$ cat src/rtl/fpu_pkg.sv
// Shared types and constants for the FPU add/sub front end.
package fpu_pkg;

  localparam int unsigned EXP_W  = 32'd8;
  localparam int unsigned FRAC_W = 32'd23;
  localparam logic [EXP_W-1:0] EXP_MAX = 8'hFF;

  // IEEE-754 single precision operand layout.
  typedef struct packed {
    logic              sign;
    logic [EXP_W-1:0]  exp;
    logic [FRAC_W-1:0] frac;
  } fp32_t;

  typedef enum logic [1:0] {
    IDLE     = 2'd0,
    CLASSIFY = 2'd1,
    ISSUE    = 2'd2,
    WAIT     = 2'd3
  } unpack_state_t;

  // Absolute exponent difference, clamped so that any alignment past the
  // fraction width is reported as a single "shift fully out" value.
  function automatic logic [EXP_W-1:0] align_shift(
    input logic [EXP_W-1:0] a,
    input logic [EXP_W-1:0] b,
    input logic [EXP_W-1:0] sat
  );
    logic [EXP_W:0] diff;
    if (a >= b) begin
      diff = {1'b0, a} - {1'b0, b};
    end else begin
      diff = {1'b0, b} - {1'b0, a};
    end
    if (diff > {1'b0, sat}) begin
      return sat;
    end else begin
      return diff[EXP_W-1:0];
    end
  endfunction

endpackage

$ cat src/rtl/operand_unpacker_if.sv
// Bus between the upstream requester, the operand unpacker and the adder.
interface operand_unpacker_if;

  // Upstream request side
  logic        data_valid_i;
  logic        ready_o;
  logic [31:0] x_i;
  logic [31:0] y_i;
  logic        subtract_i;

  // Adder side
  logic        result_valid_i;
  logic        data_valid_o;
  logic        x_sign_o;
  logic [7:0]  x_exp_o;
  logic [22:0] x_frac_o;
  logic        y_sign_o;
  logic [7:0]  y_exp_o;
  logic [22:0] y_frac_o;
  logic        x_greater_o;
  logic [7:0]  exp_shift_o;
  logic        infinity_o;
  logic        nan_o;
  logic        timeout_o;

  // The unpacker itself
  modport slave (
    input  data_valid_i, x_i, y_i, subtract_i, result_valid_i,
    output ready_o, data_valid_o, x_sign_o, x_exp_o, x_frac_o,
           y_sign_o, y_exp_o, y_frac_o, x_greater_o, exp_shift_o,
           infinity_o, nan_o, timeout_o
  );

  // Whoever drives requests and returns adder completions
  modport master (
    output data_valid_i, x_i, y_i, subtract_i, result_valid_i,
    input  ready_o, data_valid_o, x_sign_o, x_exp_o, x_frac_o,
           y_sign_o, y_exp_o, y_frac_o, x_greater_o, exp_shift_o,
           infinity_o, nan_o, timeout_o
  );

endinterface

$ cat src/rtl/fp_classify.sv
// Combinational special-value classification of one single-precision operand.
module fp_classify
  import fpu_pkg::*;
(
  input  fp32_t op_i,
  output logic  is_zero_o,
  output logic  is_denorm_o,
  output logic  is_inf_o,
  output logic  is_nan_o
);

  logic exp_min_s;
  logic exp_max_s;
  logic frac_zero_s;

  assign exp_min_s   = (op_i.exp == {EXP_W{1'b0}});
  assign exp_max_s   = (op_i.exp == EXP_MAX);
  assign frac_zero_s = (op_i.frac == {FRAC_W{1'b0}});

  assign is_zero_o   = exp_min_s & frac_zero_s;
  assign is_denorm_o = exp_min_s & ~frac_zero_s;
  assign is_inf_o    = exp_max_s & frac_zero_s;
  assign is_nan_o    = exp_max_s & ~frac_zero_s;

endmodule

$ cat src/rtl/operand_unpacker.sv
// Front stage of the FPU add/sub path: captures an operand pair, decomposes
// and classifies it, issues one pulse to the adder and waits for completion.
module operand_unpacker
  import fpu_pkg::*;
#(
  parameter int unsigned TIMEOUT_CYCLES = 32'd16,
  parameter int unsigned SHIFT_SAT      = 32'd24
) (
  input logic               clk_i,
  input logic               rst_i,
  operand_unpacker_if.slave bus
);

  localparam int unsigned      CNT_W       = $clog2(TIMEOUT_CYCLES);
  localparam logic [CNT_W-1:0] CNT_LAST    = CNT_W'(TIMEOUT_CYCLES - 32'd1);
  localparam logic [EXP_W-1:0] SHIFT_SAT_V = EXP_W'(SHIFT_SAT);

  unpack_state_t     state_q, state_d;
  logic [CNT_W-1:0]  cnt_q, cnt_d;
  fp32_t             x_q, x_d;
  fp32_t             y_q, y_d;
  logic              sub_q, sub_d;

  logic              data_valid_q, data_valid_d;
  logic              timeout_q, timeout_d;
  logic              x_sign_q, x_sign_d;
  logic [EXP_W-1:0]  x_exp_q, x_exp_d;
  logic [FRAC_W-1:0] x_frac_q, x_frac_d;
  logic              y_sign_q, y_sign_d;
  logic [EXP_W-1:0]  y_exp_q, y_exp_d;
  logic [FRAC_W-1:0] y_frac_q, y_frac_d;
  logic              x_greater_q, x_greater_d;
  logic [EXP_W-1:0]  exp_shift_q, exp_shift_d;
  logic              infinity_q, infinity_d;
  logic              nan_q, nan_d;

  logic x_zero_s, x_denorm_s, x_inf_s, x_nan_s;
  logic y_zero_s, y_denorm_s, y_inf_s, y_nan_s;

  logic [FRAC_W-1:0] x_frac_flush_s;
  logic [FRAC_W-1:0] y_frac_flush_s;
  logic              y_sign_eff_s;
  logic              x_greater_s;
  logic [EXP_W-1:0]  exp_shift_s;
  logic              nan_s;
  logic              infinity_s;

  fp_classify u_x_classify (
    .op_i        (x_q),
    .is_zero_o   (x_zero_s),
    .is_denorm_o (x_denorm_s),
    .is_inf_o    (x_inf_s),
    .is_nan_o    (x_nan_s)
  );

  fp_classify u_y_classify (
    .op_i        (y_q),
    .is_zero_o   (y_zero_s),
    .is_denorm_o (y_denorm_s),
    .is_inf_o    (y_inf_s),
    .is_nan_o    (y_nan_s)
  );

  // Denormals are flushed: a zero exponent means the operand is treated as zero.
  assign x_frac_flush_s = (x_zero_s | x_denorm_s) ? {FRAC_W{1'b0}} : x_q.frac;
  assign y_frac_flush_s = (y_zero_s | y_denorm_s) ? {FRAC_W{1'b0}} : y_q.frac;

  // Subtraction is folded into y's sign so the adder only ever adds.
  assign y_sign_eff_s = y_q.sign ^ sub_q;
  assign x_greater_s  = ({x_q.exp, x_frac_flush_s} >= {y_q.exp, y_frac_flush_s});
  assign exp_shift_s  = align_shift(x_q.exp, y_q.exp, SHIFT_SAT_V);

  // inf - inf (after folding the subtract) has no defined value.
  assign nan_s      = x_nan_s | y_nan_s | (x_inf_s & y_inf_s & (x_q.sign ^ y_sign_eff_s));
  assign infinity_s = (x_inf_s | y_inf_s) & ~nan_s;

  // Next-state, capture and output-register logic of the handshake FSM.
  always_comb begin
    state_d      = state_q;
    cnt_d        = cnt_q;
    x_d          = x_q;
    y_d          = y_q;
    sub_d        = sub_q;
    data_valid_d = 1'b0;
    timeout_d    = 1'b0;
    x_sign_d     = x_sign_q;
    x_exp_d      = x_exp_q;
    x_frac_d     = x_frac_q;
    y_sign_d     = y_sign_q;
    y_exp_d      = y_exp_q;
    y_frac_d     = y_frac_q;
    x_greater_d  = x_greater_q;
    exp_shift_d  = exp_shift_q;
    infinity_d   = infinity_q;
    nan_d        = nan_q;

    case (state_q)
      IDLE: begin
        if (bus.data_valid_i) begin
          x_d     = fp32_t'(bus.x_i);
          y_d     = fp32_t'(bus.y_i);
          sub_d   = bus.subtract_i;
          state_d = CLASSIFY;
        end else begin
          state_d = IDLE;
        end
      end
      CLASSIFY: begin
        x_sign_d     = x_q.sign;
        x_exp_d      = x_q.exp;
        x_frac_d     = x_frac_flush_s;
        y_sign_d     = y_sign_eff_s;
        y_exp_d      = y_q.exp;
        y_frac_d     = y_frac_flush_s;
        x_greater_d  = x_greater_s;
        exp_shift_d  = exp_shift_s;
        infinity_d   = infinity_s;
        nan_d        = nan_s;
        // Registered so the pulse is high exactly while in ISSUE.
        data_valid_d = 1'b1;
        state_d      = ISSUE;
      end
      ISSUE: begin
        cnt_d   = {CNT_W{1'b0}};
        state_d = WAIT;
      end
      WAIT: begin
        if (bus.result_valid_i) begin
          state_d = IDLE;
        end else if (cnt_q == CNT_LAST) begin
          timeout_d = 1'b1;
          state_d   = IDLE;
        end else begin
          cnt_d = cnt_q + {{(CNT_W-1){1'b0}}, 1'b1};
        end
      end
      default: begin
        state_d = IDLE;
      end
    endcase
  end

  // State and output registers with synchronous reset.
  always_ff @(posedge clk_i) begin
    if (rst_i) begin
      state_q      <= IDLE;
      cnt_q        <= {CNT_W{1'b0}};
      x_q          <= '0;
      y_q          <= '0;
      sub_q        <= 1'b0;
      data_valid_q <= 1'b0;
      timeout_q    <= 1'b0;
      x_sign_q     <= 1'b0;
      x_exp_q      <= {EXP_W{1'b0}};
      x_frac_q     <= {FRAC_W{1'b0}};
      y_sign_q     <= 1'b0;
      y_exp_q      <= {EXP_W{1'b0}};
      y_frac_q     <= {FRAC_W{1'b0}};
      x_greater_q  <= 1'b0;
      exp_shift_q  <= {EXP_W{1'b0}};
      infinity_q   <= 1'b0;
      nan_q        <= 1'b0;
    end else begin
      state_q      <= state_d;
      cnt_q        <= cnt_d;
      x_q          <= x_d;
      y_q          <= y_d;
      sub_q        <= sub_d;
      data_valid_q <= data_valid_d;
      timeout_q    <= timeout_d;
      x_sign_q     <= x_sign_d;
      x_exp_q      <= x_exp_d;
      x_frac_q     <= x_frac_d;
      y_sign_q     <= y_sign_d;
      y_exp_q      <= y_exp_d;
      y_frac_q     <= y_frac_d;
      x_greater_q  <= x_greater_d;
      exp_shift_q  <= exp_shift_d;
      infinity_q   <= infinity_d;
      nan_q        <= nan_d;
    end
  end

  assign bus.ready_o      = (state_q == IDLE);
  assign bus.data_valid_o = data_valid_q;
  assign bus.timeout_o    = timeout_q;
  assign bus.x_sign_o     = x_sign_q;
  assign bus.x_exp_o      = x_exp_q;
  assign bus.x_frac_o     = x_frac_q;
  assign bus.y_sign_o     = y_sign_q;
  assign bus.y_exp_o      = y_exp_q;
  assign bus.y_frac_o     = y_frac_q;
  assign bus.x_greater_o  = x_greater_q;
  assign bus.exp_shift_o  = exp_shift_q;
  assign bus.infinity_o   = infinity_q;
  assign bus.nan_o        = nan_q;

endmodule

$ cat src/flat_wrapper.sv
// flat-port wrapper written by rule: the top's interface ports become plain ports
module operand_unpacker_flat import fpu_pkg::*;
#(
  parameter int unsigned TIMEOUT_CYCLES = 32'd16,
  parameter int unsigned SHIFT_SAT      = 32'd24
)
  (clk_i, rst_i, bus_data_valid_i, bus_x_i, bus_y_i, bus_subtract_i, bus_result_valid_i, bus_ready_o, bus_data_valid_o, bus_x_sign_o, bus_x_exp_o, bus_x_frac_o, bus_y_sign_o, bus_y_exp_o, bus_y_frac_o, bus_x_greater_o, bus_exp_shift_o, bus_infinity_o, bus_nan_o, bus_timeout_o);
  operand_unpacker_if bus_i ();
  input logic clk_i;
  input logic rst_i;
  input wire logic [$bits(bus_i.data_valid_i)-1:0] bus_data_valid_i;
  input wire logic [$bits(bus_i.x_i)-1:0] bus_x_i;
  input wire logic [$bits(bus_i.y_i)-1:0] bus_y_i;
  input wire logic [$bits(bus_i.subtract_i)-1:0] bus_subtract_i;
  input wire logic [$bits(bus_i.result_valid_i)-1:0] bus_result_valid_i;
  output wire logic [$bits(bus_i.ready_o)-1:0] bus_ready_o;
  output wire logic [$bits(bus_i.data_valid_o)-1:0] bus_data_valid_o;
  output wire logic [$bits(bus_i.x_sign_o)-1:0] bus_x_sign_o;
  output wire logic [$bits(bus_i.x_exp_o)-1:0] bus_x_exp_o;
  output wire logic [$bits(bus_i.x_frac_o)-1:0] bus_x_frac_o;
  output wire logic [$bits(bus_i.y_sign_o)-1:0] bus_y_sign_o;
  output wire logic [$bits(bus_i.y_exp_o)-1:0] bus_y_exp_o;
  output wire logic [$bits(bus_i.y_frac_o)-1:0] bus_y_frac_o;
  output wire logic [$bits(bus_i.x_greater_o)-1:0] bus_x_greater_o;
  output wire logic [$bits(bus_i.exp_shift_o)-1:0] bus_exp_shift_o;
  output wire logic [$bits(bus_i.infinity_o)-1:0] bus_infinity_o;
  output wire logic [$bits(bus_i.nan_o)-1:0] bus_nan_o;
  output wire logic [$bits(bus_i.timeout_o)-1:0] bus_timeout_o;
  assign bus_i.data_valid_i = bus_data_valid_i;
  assign bus_i.x_i = bus_x_i;
  assign bus_i.y_i = bus_y_i;
  assign bus_i.subtract_i = bus_subtract_i;
  assign bus_i.result_valid_i = bus_result_valid_i;
  assign bus_ready_o = bus_i.ready_o;
  assign bus_data_valid_o = bus_i.data_valid_o;
  assign bus_x_sign_o = bus_i.x_sign_o;
  assign bus_x_exp_o = bus_i.x_exp_o;
  assign bus_x_frac_o = bus_i.x_frac_o;
  assign bus_y_sign_o = bus_i.y_sign_o;
  assign bus_y_exp_o = bus_i.y_exp_o;
  assign bus_y_frac_o = bus_i.y_frac_o;
  assign bus_x_greater_o = bus_i.x_greater_o;
  assign bus_exp_shift_o = bus_i.exp_shift_o;
  assign bus_infinity_o = bus_i.infinity_o;
  assign bus_nan_o = bus_i.nan_o;
  assign bus_timeout_o = bus_i.timeout_o;
  operand_unpacker #(.TIMEOUT_CYCLES(TIMEOUT_CYCLES), .SHIFT_SAT(SHIFT_SAT)) u_core (.clk_i(clk_i), .rst_i(rst_i), .bus(bus_i));
endmodule
$ cat config.mk
export PLATFORM = sky130hd
export DESIGN_NAME = operand_unpacker_flat
export DESIGN_NICKNAME = d
export VERILOG_FILES = /design/src/rtl/fpu_pkg.sv /design/src/rtl/operand_unpacker_if.sv /design/src/rtl/fp_classify.sv /design/src/rtl/operand_unpacker.sv /design/src/flat_wrapper.sv
export SDC_FILE = /design/constraint.sdc
export NUM_CORES = 1
export LEC_CHECK = 0
export ABC_AREA = 1
export CAP_MARGIN = 5
export CORE_MARGIN = 2
export CORE_UTILIZATION = 45
export DETAILED_ROUTE_END_ITERATION = 6
export PLACE_DENSITY = 0.76
export REMOVE_ABC_BUFFERS = 1
export SLEW_MARGIN = 20
export SYNTH_ARGS = -nofsm -noshare
export SYNTH_HDL_FRONTEND = slang
export SYNTH_HIERARCHICAL = 1
export SYNTH_SLANG_ARGS = --single-unit
$ cat constraint.sdc
create_clock -name clk_i -period 2.6 [get_ports clk_i]
set_clock_uncertainty 0.15 [all_clocks]
set_input_delay 0.78 -clock clk_i [delete_from_list [all_inputs] [get_ports clk_i]]
set_output_delay 0.78 -clock clk_i [all_outputs]
set_load 0.1 [all_outputs]
==> impl_summary.txt, run 1 <==
----------------------------------------------------
[Status]
  Result of the run ... finished with violations
  Failing checks ... negative setup slack

[Synth]
  Seq/Total Area, Yosys ... 41.3%
  Asr flop ratio synth ... 0%
  Mean instance size in the synthesized netlist ... 7.16 um2
  Number of different library cells in the post-synthesis netlist ... 35
  Number of cells produced by synthesis ... 1002
  Prevailing post-synth register cell ... sky130_fd_sc_hd__dfxtp_1
  Main area contributors after synthesis ... sky130_fd_sc_hd__dfxtp_1, sky130_fd_sc_hd__o21ai_0, sky130_fd_sc_hd__nand2_1
  Number of flops mapped to enable cells by yosys ... 0
  Dominant cell type by area after synthesis ... sky130_fd_sc_hd__dfxtp_1
  Library cell with the highest instance count after synthesis ... sky130_fd_sc_hd__nand2_1
  Cell area after synthesis ... 0.00718 mm2
  Cell types with the highest counts after synthesis ... sky130_fd_sc_hd__nand2_1, sky130_fd_sc_hd__nor2_1, sky130_fd_sc_hd__dfxtp_1, sky130_fd_sc_hd__o21ai_0, sky130_fd_sc_hd__a21oi_1
  Post-synthesis register bit count ... 148
  Share of Yosys cell area claimed by the top area cell type ... 41.3%
  Syn. warnings ... 6

[Global route]
  Overall global routing resource usage ... 24.6%
  Number of global-route vias before repair ... 6718
  Antenna violations before repair ... 0
  Remaining global-route overflow ... 0
  Maximum number of pins on one net before global-route repair ... 136
  First-pass GRT wire length ... 32.6 mm

[Detailed routing]
  Via Count ... 7221
  Initial DRC count ... 527
  Post-detailed-route via-to-cell ratio ... 4.99
  Topmost layer with routed signal wires ... met4
  Met3 wire length ... 1.17 mm
  Routed met2 length ... 9.60 mm
  Routed len/inst ... 14.1 um
  Detailed Routing Iterations Pass 1 ... 5
  Remaining routing DRC violations ... 0
  Wire length on met1 ... 9.29 mm
  Total wire length after detailed routing ... 20.5 mm
  Final ANT Viol Nets ... 0

[Die]
  Top-level I/O count ... 147
  Height of the die ... 130 um
  Number of placement rows ... 46
  Core Box Area ... 0.0157 mm2
  Initial Util ... 45.7%
  Die area ... 0.0170 mm2
  Horizontal die dimension ... 130 um

[Timing]
  Transition time of the tightest slew-check pin ... 509 ps
  Final min period ... 2770 ps
  Worst slew margin relative to its limit ... 66.1%
  Period Utilization, post-route ... 106%
  Post-route worst hold slack ... 287 ps
  Hold violation total from the final report ... 0
  Maximum clock rate ... 362 MHz
  Slew Limit Fails ... 0
  Final Setup Violations ... 1
  Unrepaired setup endpoints after global routing ... yes
  Post-layout worst setup margin ... -165 ps

[Critical path]
  CP Data Arrival Time ... 2920 ps
  Critical Path Sink Type ... register
  Peak fanout along the critical path ... 10
  CP startpoint kind ... register
  Crit Path Category ... reg2reg
  Required arrival time at the worst endpoint ... 2760 ps

[Power and ir drop]
  Leak pwr ... 4.82 nW
  Largest vdd supply drop ... 557 uV
  Pwr dens ... 915 mW/mm2

[Final layout]
  Final core area utilization ... 65.1%
  Number of nets in the finished design ... 1333
  Post-layout instance count excluding filler cells ... 1446
  Antenna fix cells ... 0
  Layout filler cell count ... 1355
  Layout overhead on the synthesized area ... 42.5%
  Fraction of layout instances using a drive strength above 1 ... 22.8%

[Min path]
  Worst Hold Class ... reg2reg

[Placed design]
  Total placed cells including tap cells ... 1407
  Routability-driven placement congestion ratio ... 0.891
  Detailed-placement wirelength estimate ... 14.4 mm
  Buffers on Ports ... 146

[CTS]
  Clock tree from TritonCTS ... yes
  Number of clock sinks ... 148
  Buffer depth of the longest clock path ... 2
  CTS root buf ... sky130_fd_sc_hd__clkbuf_16
  Number of buffers created by CTS ... 17
  Clock Latency Late Sink ... 420 ps
  CTS H-tree lvls ... 4
  Clock transition at the register clock pins on the worst setup and hold paths after CTS ... 60 ps

[Run]
  Count of maximum capacitance violations ... 0

----------------------------------------------------
placed cells by master (no fill, tap or decap), drive strengths merged:
cell           netlist  routed
a211oi               2       2
a21oi              106     106
a41oi                1       1
buf                  4     179
bufinv               0       1
clkbuf              46      21
clkdlybuf4s50        0      68
clkinv               0       3
clkinvlp             0       4
dfxtp              148     148
fa                   2       2
ha                  44      44
inv                101     103
nand2              178     178
nand3               25      25
nand3b               2       2
nand4               13      13
nor2               170     170
nor3                 5       5
nor4                 1       1
o211ai               1       1
o21ai              143     143
o21bai               1       1
or2                  1       1
xnor2                2       2
xor2                 6       6
through the flow:
step / power [mW] / cell area, um2 / TNS, ps / setup WS (ps)
finish: 9.36 / 10200 / -165 / -165
global route: 9.89 / 10200 / -305 / -305
CTS: 9.30 / 10100 / -62.1 / -62.1
detailed placement: 6.77 / 9350 / -123 / -123
global placement: 6.73 / 9350 / -102 / -102
floorplan: 5.54 / 6980 / -114070 / -1270
flip-flops by register name (all words and copies together), names as in the netlist:
name	cells
u_core/bus.x_frac_o	23
u_core/sub_q	1
u_core/cnt_q	4
u_core/bus.x_sign_o	1
u_core/bus.exp_shift_o	8
u_core/bus.x_exp_o	8
u_core/bus.infinity_o	1
u_core/x_q	32
u_core/bus.data_valid_o	1
u_core/bus.y_exp_o	8
u_core/bus.timeout_o	1
u_core/y_q	32
u_core/bus.y_frac_o	23
u_core/bus.y_sign_o	1
u_core/state_q	2
u_core/bus.nan_o	1
u_core/bus.x_greater_o	1
worst paths after layout:
path	from	to	slack, ps	depth (start not counted)
max	u_core/y_q[17]$_SDFFE_PP0P_	u_core/bus.x_greater_o$_SDFFE_PP0P_	-170	17
min	u_core/bus.exp_shift_o[6]$_SDFFE_PP0P_	u_core/bus.exp_shift_o[6]$_SDFFE_PP0P_	290	2
max reg2reg	u_core/y_q[17]$_SDFFE_PP0P_	u_core/bus.x_greater_o$_SDFFE_PP0P_	-170	17
min reg2reg	u_core/bus.exp_shift_o[6]$_SDFFE_PP0P_	u_core/bus.exp_shift_o[6]$_SDFFE_PP0P_	290	2
critical path, cell delays in order, from the launching register on:
cell and delay (ps):
sky130_fd_sc_hd__dfxtp_1 310, sky130_fd_sc_hd__nor2_1 100, sky130_fd_sc_hd__nand2_1 90, sky130_fd_sc_hd__nor2_2 180, sky130_fd_sc_hd__nand3_2 100, sky130_fd_sc_hd__buf_4 150, sky130_fd_sc_hd__nor2_2 120, sky130_fd_sc_hd__nor2_4 70
sky130_fd_sc_hd__buf_12 120, sky130_fd_sc_hd__buf_16 140, sky130_fd_sc_hd__nand2_1 170, sky130_fd_sc_hd__ha_4 240, sky130_fd_sc_hd__a21oi_1 170, sky130_fd_sc_hd__o21ai_1 110, sky130_fd_sc_hd__a41oi_2 170, sky130_fd_sc_hd__o21ai_1 90
sky130_fd_sc_hd__nand3b_1 100, sky130_fd_sc_hd__a21oi_1 70
report_power, final:
group          internal, mW  switching [mW]  total [mW]
sequential             2.57           0.168        2.74
clock                  1.39           0.968        2.36
combinational          1.41            2.85        4.26
total                  5.37            3.99        9.36
layout make-up:
| type | count | area, um2 | share of cell area [%] |
|---|---|---|---|
| sequential | 148 | 2960 | 29.0 |
| clock inverter | 10 | 97.6 | 0.955 |
| clock buffer | 21 | 470 | 4.60 |
| multi-input combinational | 703 | 3830 | 37.5 |
| tap | 216 | 270 | 2.64 |
| inverter | 101 | 385 | 3.77 |
| timing repair buffer | 247 | 2210 | 21.6 |
cell families (layout without fill, tap and decap cells):
group           count (synthesis)  count (layout)  synth area share, %
flops                         148             148                 41.3
buf+inv                       151             379                 7.99
xor+xnor                        8               8                0.976
fa+ha+maj                      46              46                 8.23
simple gates                  395             395                 23.6
compound gates                254             254                 18.0
repair_timing:
action / in CTS / in global routing
hold endpoints to repair: 0 / 0
setup endpoints to repair: 1 / 6
gates resized for setup: 31 / 22
pin swaps: 23 / 17
hold buffers: 0 / 0
cloned: 2 / 0
buffers inserted: 3 / 3
per-layer routing:
layer | vias up | global-route usage, %
li1 | 3691 | -
met1 | 3284 | 32.2
met2 | 221 | 40.5
met3 | 25 | 5.45
met4 | 0 | 8.10
met5 | - | 0
Note: power is estimated with default switching activity, not from simulation.
==> inputs of run 2 (changes only) <==
- CELL_PAD_IN_SITES_DETAIL_PLACEMENT: unset -> 1
- CELL_PAD_IN_SITES_GLOBAL_PLACEMENT: unset -> 1
- CORE_UTILIZATION: 45 -> 33
- PLACE_DENSITY: 0.76 -> 0.78
==> impl_summary.txt, run 2 (same netlist as run 1, synthesis figures left out) <==
----------------------------------------------------
[Critical path]
  Slowest CP cell ... sky130_fd_sc_hd__ha_1
  Peak fanout along the critical path ... 15
  Crit-path most repeated cell ... sky130_fd_sc_hd__nand2_1
  Peak per-stage delay on the critical path ... 360 ps
  Required arrival time at the worst endpoint ... 2770 ps
  Sequence of cells on the critical path ... nor2_1, nand2_1, nor2_1, nand3_2, nand2_1, inv_1, nor2_4, buf_12, nand2_1, ha_1, nand2_1, inv_1, o21ai_2, a21oi_2, a211oi_1, o21ai_1, nand3b_1, a21oi_1
  CP startpoint kind ... register
  Crit Path Category ... reg2reg
  CP Data Arrival Time ... 3050 ps
  Critical Path Sink Type ... register

[Detailed routing]
  Via Count ... 7463
  Remaining routing DRC violations ... 0
  Routed len/inst ... 17.2 um
  Detailed Routing Iterations Pass 1 ... 4
  Total wire length after detailed routing ... 25.9 mm
  Final ANT Viol Nets ... 0
  Initial DRC count ... 302
  Post-detailed-route via-to-cell ratio ... 4.94

[Timing]
  Unrepaired setup endpoints after global routing ... yes
  Post-route worst hold slack ... 293 ps
  Final min period ... 2890 ps
  Final Setup Violations ... 1
  Transition time of the tightest slew-check pin ... 445 ps
  Hold violation total from the final report ... 0
  Post-layout worst setup margin ... -287 ps
  Maximum clock rate ... 346 MHz
  Worst slew margin relative to its limit ... 70.1%
  Slew Limit Fails ... 0
  Total negative slack for setup checks ... -287 ps
  Period Utilization, post-route ... 111%

[CTS]
  Number of buffers created by CTS ... 17
  Clock tree from TritonCTS ... yes
  Number of clock sinks ... 148
  Clock Latency Late Sink ... 440 ps
  Buffer depth of the longest clock path ... 2
  CTS H-tree lvls ... 4
  CTS root buf ... sky130_fd_sc_hd__clkbuf_16
  Clock transition at the register clock pins on the worst setup and hold paths after CTS ... 60 ps
  Hold_buf cts ... 0

[Status]
  Failing checks ... negative setup slack
  Result of the run ... finished with violations

[Placed design]
  Routability-driven placement congestion ratio ... 0.873
  Total placed cells including tap cells ... 1469
  Cell area after placement ... 0.00942 mm2
  Detailed-placement wirelength estimate ... 17.9 mm
  Buffers on Ports ... 146
  Post-Place Setup Slack ... -273 ps

[Final layout]
  Layout overhead on the synthesized area ... 47.7%
  Final core area utilization ... 50.1%
  Commonest non-fill, non-tap cells in the layout ... sky130_fd_sc_hd__buf_4, sky130_fd_sc_hd__nand2_1, sky130_fd_sc_hd__nor2_1
  Leading cell type in the layout, fill and taps excluded ... sky130_fd_sc_hd__buf_4
  Number of nets in the finished design ... 1338
  Post-route cell area ... 0.0106 mm2
  Layout filler cell count ... 2597
  Antenna fix cells ... 0
  Flip-flop and latch area ... 0.00299 mm2
  Largest registers ... u_core/x_q (32), u_core/y_q (32)
  Combined area of the multi-input logic cells ... 0.00408 mm2
  Post-layout instance count excluding filler cells ... 1511
  Fraction of layout instances using a drive strength above 1 ... 27.4%

[Die]
  Top-level I/O count ... 147
  Horizontal die dimension ... 151 um
  Core Box Area ... 0.0212 mm2
  Number of placement rows ... 53
  Height of the die ... 151 um
  Initial Util ... 33.9%
  Die area ... 0.0229 mm2

[Power and ir drop]
  Leak pwr ... 4.88 nW
  Pwr dens ... 931 mW/mm2
  Largest vdd supply drop ... 445 uV
  Overall power ... 9.87 mW

[Min path]
  Worst Hold Class ... reg2reg

[Global route]
  Number of global-route vias before repair ... 7560
  Overall global routing resource usage ... 21.8%
  Remaining global-route overflow ... 0
  First-pass GRT wire length ... 38.9 mm
  Maximum number of pins on one net before global-route repair ... 88
  Antenna violations before repair ... 0

[Run]
  Count of maximum capacitance violations ... 0

----------------------------------------------------
-- run 2: worst paths after layout --
| path | start | end | slack, ps | cells past startpoint |
|---|---|---|---|---|
| max | u_core/y_q[11]$_SDFFE_PP0P_ | u_core/bus.x_greater_o$_SDFFE_PP0P_ | -290 | 18 |
| min | u_core/bus.exp_shift_o[7]$_SDFFE_PP0P_ | u_core/bus.exp_shift_o[7]$_SDFFE_PP0P_ | 290 | 2 |
| max reg2reg | u_core/y_q[11]$_SDFFE_PP0P_ | u_core/bus.x_greater_o$_SDFFE_PP0P_ | -290 | 18 |
| min reg2reg | u_core/bus.exp_shift_o[7]$_SDFFE_PP0P_ | u_core/bus.exp_shift_o[7]$_SDFFE_PP0P_ | 290 | 2 |
-- run 2: final cells by class --
class | count | area share (%)
multi-input combinational | 703 | 38.4
sequential | 148 | 28.2
timing repair buffer | 252 | 21.0
clock buffer | 18 | 4.14
inverter | 101 | 3.65
tap | 275 | 3.25
clock inverter | 14 | 1.31
-- run 2: power breakdown --
part           total, mW  switching (mW)  internal [mW]  leakage (nW)
logic               4.63            3.10           1.53          3.38
clock network       2.46            1.09           1.37         0.282
registers           2.78           0.207           2.57          1.22
-- run 2: critical path, delay by kind of cell (launching register included) --
kind	cells	cell delay, ps
and+or+nand+nor	9	1090
AOI/OAI and AO/OA	5	590
buffers and inverters	3	290
DFF	1	320
adders and majority gates	1	360
-- run 2: layer usage --
layer	share of wire, %	GRT usage, %	vias up
met5	0	0	-
met4	2.0	6.50	0
met3	3.2	3.62	30
met2	48	36.4	142
met1	47	28.9	3594
li1	-	-	3697
-- run 2: what timing repair did --
item | in CTS | in global routing
setup buffers | 3 | 4
endpoints found under the setup margin | 1 | 6
pin swaps | 17 | 33
gates cloned | 2 | 1
resized for setup | 34 | 97
==> inputs of run 3 (changes only) <==
- SETUP_SLACK_MARGIN: unset -> 0.4
==> impl_summary.txt, run 3 (same netlist as run 1, synthesis figures left out) <==
----------------------------------------------------
[CTS]
  Hold_buf cts ... 0
  Clock tree from TritonCTS ... yes
  Buffer depth of the longest clock path ... 2
  Number of clock sinks ... 148
  Clock Latency Late Sink ... 440 ps
  CTS root buf ... sky130_fd_sc_hd__clkbuf_16
  Number of buffers created by CTS ... 17
  CTS H-tree lvls ... 4
  Clock transition at the register clock pins on the worst setup and hold paths after CTS ... 60 ps

[Status]
  Result of the run ... finished with violations
  Failing checks ... negative setup slack

[Detailed routing]
  Final ANT Viol Nets ... 0
  Detailed Routing Iterations Pass 1 ... 4
  Routed len/inst ... 17.7 um
  Post-detailed-route via-to-cell ratio ... 4.98
  Total wire length after detailed routing ... 26.9 mm
  Remaining routing DRC violations ... 0
  Initial DRC count ... 248
  Via Count ... 7556

[Die]
  Horizontal die dimension ... 151 um
  Die area ... 0.0229 mm2
  Initial Util ... 33.9%
  Core Box Area ... 0.0212 mm2
  Height of the die ... 151 um
  Number of placement rows ... 53
  Top-level I/O count ... 147

[Critical path]
  Number of cell instances on the worst register-to-register path ... 17
  CP startpoint kind ... register
  CP Data Arrival Time ... 3180 ps
  Required arrival time at the worst endpoint ... 2810 ps
  Buf/Inv on CP ... 2
  Sequence of cells on the critical path ... nor2_1, nand2_1, nor2_1, nand3_2, nand2_1, inv_1, nor2_4, buf_12, nand2_1, ha_1, nand4_1, or2_4, nor2_4, nand4_1, nand4_1, nor2_1, a21oi_1
  Family of cells with the greatest summed delay on the critical path ... simple AND/OR/NAND/NOR gates
  Crit Path Category ... reg2reg
  Peak fanout along the critical path ... 15
  Critical Path Sink Type ... register
  Number of cells on the critical path ... 17
  Peak per-stage delay on the critical path ... 340 ps
  Slowest CP cell ... sky130_fd_sc_hd__ha_1

[Final layout]
  Commonest non-fill, non-tap cells in the layout ... sky130_fd_sc_hd__buf_4, sky130_fd_sc_hd__nor2_1, sky130_fd_sc_hd__o21ai_0
  Fraction of layout instances using a drive strength above 1 ... 31.3%
  Leading cell type in the layout, fill and taps excluded ... sky130_fd_sc_hd__buf_4
  Layout overhead on the synthesized area ... 51.4%
  Largest registers ... u_core/x_q (32), u_core/y_q (32)
  Antenna fix cells ... 0
  Number of nets in the finished design ... 1345
  Post-layout instance count excluding filler cells ... 1518

[Min path]
  Hold-critical path depth ... 2
  Worst Hold Class ... reg2reg

[Global route]
  Overall global routing resource usage ... 22.4%
  Remaining global-route overflow ... 0
  Busiest metal layer after global routing ... met2
  Antenna violations before repair ... 0
  First-pass GRT wire length ... 40.0 mm
  Number of global-route vias before repair ... 7748
  Met1 GRT Util ... 29.5%
  Met3 global-route usage ... 3.53%
  GR Util met2 ... 37.6%
  Maximum number of pins on one net before global-route repair ... 88

[Timing]
  Hold violation total from the final report ... 0
  Worst slew margin relative to its limit ... 69.0%
  Final min period ... 2970 ps
  Period Utilization, post-route ... 114%
  Maximum clock rate ... 337 MHz
  Transition time of the tightest slew-check pin ... 461 ps
  Final Setup Violations ... 1
  Total negative slack for setup checks ... -369 ps
  Slew Limit Fails ... 0
  Post-layout worst setup margin ... -369 ps
  Unrepaired setup endpoints after global routing ... yes
  Post-route worst hold slack ... 291 ps

[Placed design]
  Total placed cells including tap cells ... 1469
  Post-Place Setup Slack ... -273 ps
  Buffers on Ports ... 146
  Routability-driven placement congestion ratio ... 0.873
  Detailed-placement wirelength estimate ... 17.9 mm

[Power and ir drop]
  Largest vdd supply drop ... 450 uV
  Pwr dens ... 930 mW/mm2
  Leak pwr ... 4.94 nW

[Run]
  Count of maximum capacitance violations ... 0

----------------------------------------------------
run 3: worst paths after layout:
path / from / to / slack (ps)
worst min register to register: u_core/bus.exp_shift_o[7]$_SDFFE_PP0P_ / u_core/bus.exp_shift_o[7]$_SDFFE_PP0P_ / 290
worst max register to register: u_core/y_q[11]$_SDFFE_PP0P_ / u_core/bus.x_greater_o$_SDFFE_PP0P_ / -370
worst max-delay path: u_core/y_q[11]$_SDFFE_PP0P_ / u_core/bus.x_greater_o$_SDFFE_PP0P_ / -370
worst min-delay path: u_core/bus.exp_shift_o[7]$_SDFFE_PP0P_ / u_core/bus.exp_shift_o[7]$_SDFFE_PP0P_ / 290
run 3: per-layer routing:
metal  share of wire [%]  vias to the layer above
met1                  44                     3614
met5                   0                        -
met3                 4.3                       58
met2                  48                      181
met4                 3.5                        0
li1                    -                     3703
run 3: power by group:
part	leakage, nW	switching (mW)	internal [mW]	total [mW]
Clock	0.282	1.09	1.37	2.47
Combinational	3.43	3.22	1.63	4.86
Sequential	1.22	0.210	2.57	2.78
Total	4.94	4.53	5.58	10.1
run 3: area by class of cell:
class                           count  area, um2
Sequential cell                   148       3000
Fill cell                        2565      10300
Inverter                          101        392
Tap cell                          275        344
Multi-Input combinational cell    703       4270
Timing Repair Buffer              259       2290
Clock buffer                       18        439
Clock inverter                     14        139
run 3: tightest hold or removal path: cells and delay by family, from the launching register on:
family,cells,cell delay (ps)
flip-flops,1,310
AND/OR/NAND/NOR,2,90
run 3: through the flow:
stage	util [%]	total power [mW]	instance area (um2)
after global placement	44.5	6.82	9420
final	51.4	10.1	10900
after detailed placement	44.5	6.91	9420
after global routing	51.4	10.6	10900
after CTS	49.3	9.76	10400
after floorplan	-	5.54	6980
run 3: timing repair:
action                     CTS  global route
setup endpoints to repair    7             8
cloned                       2             1
buffers inserted             6             8
resized for setup           90            95
pin swaps                   22            41
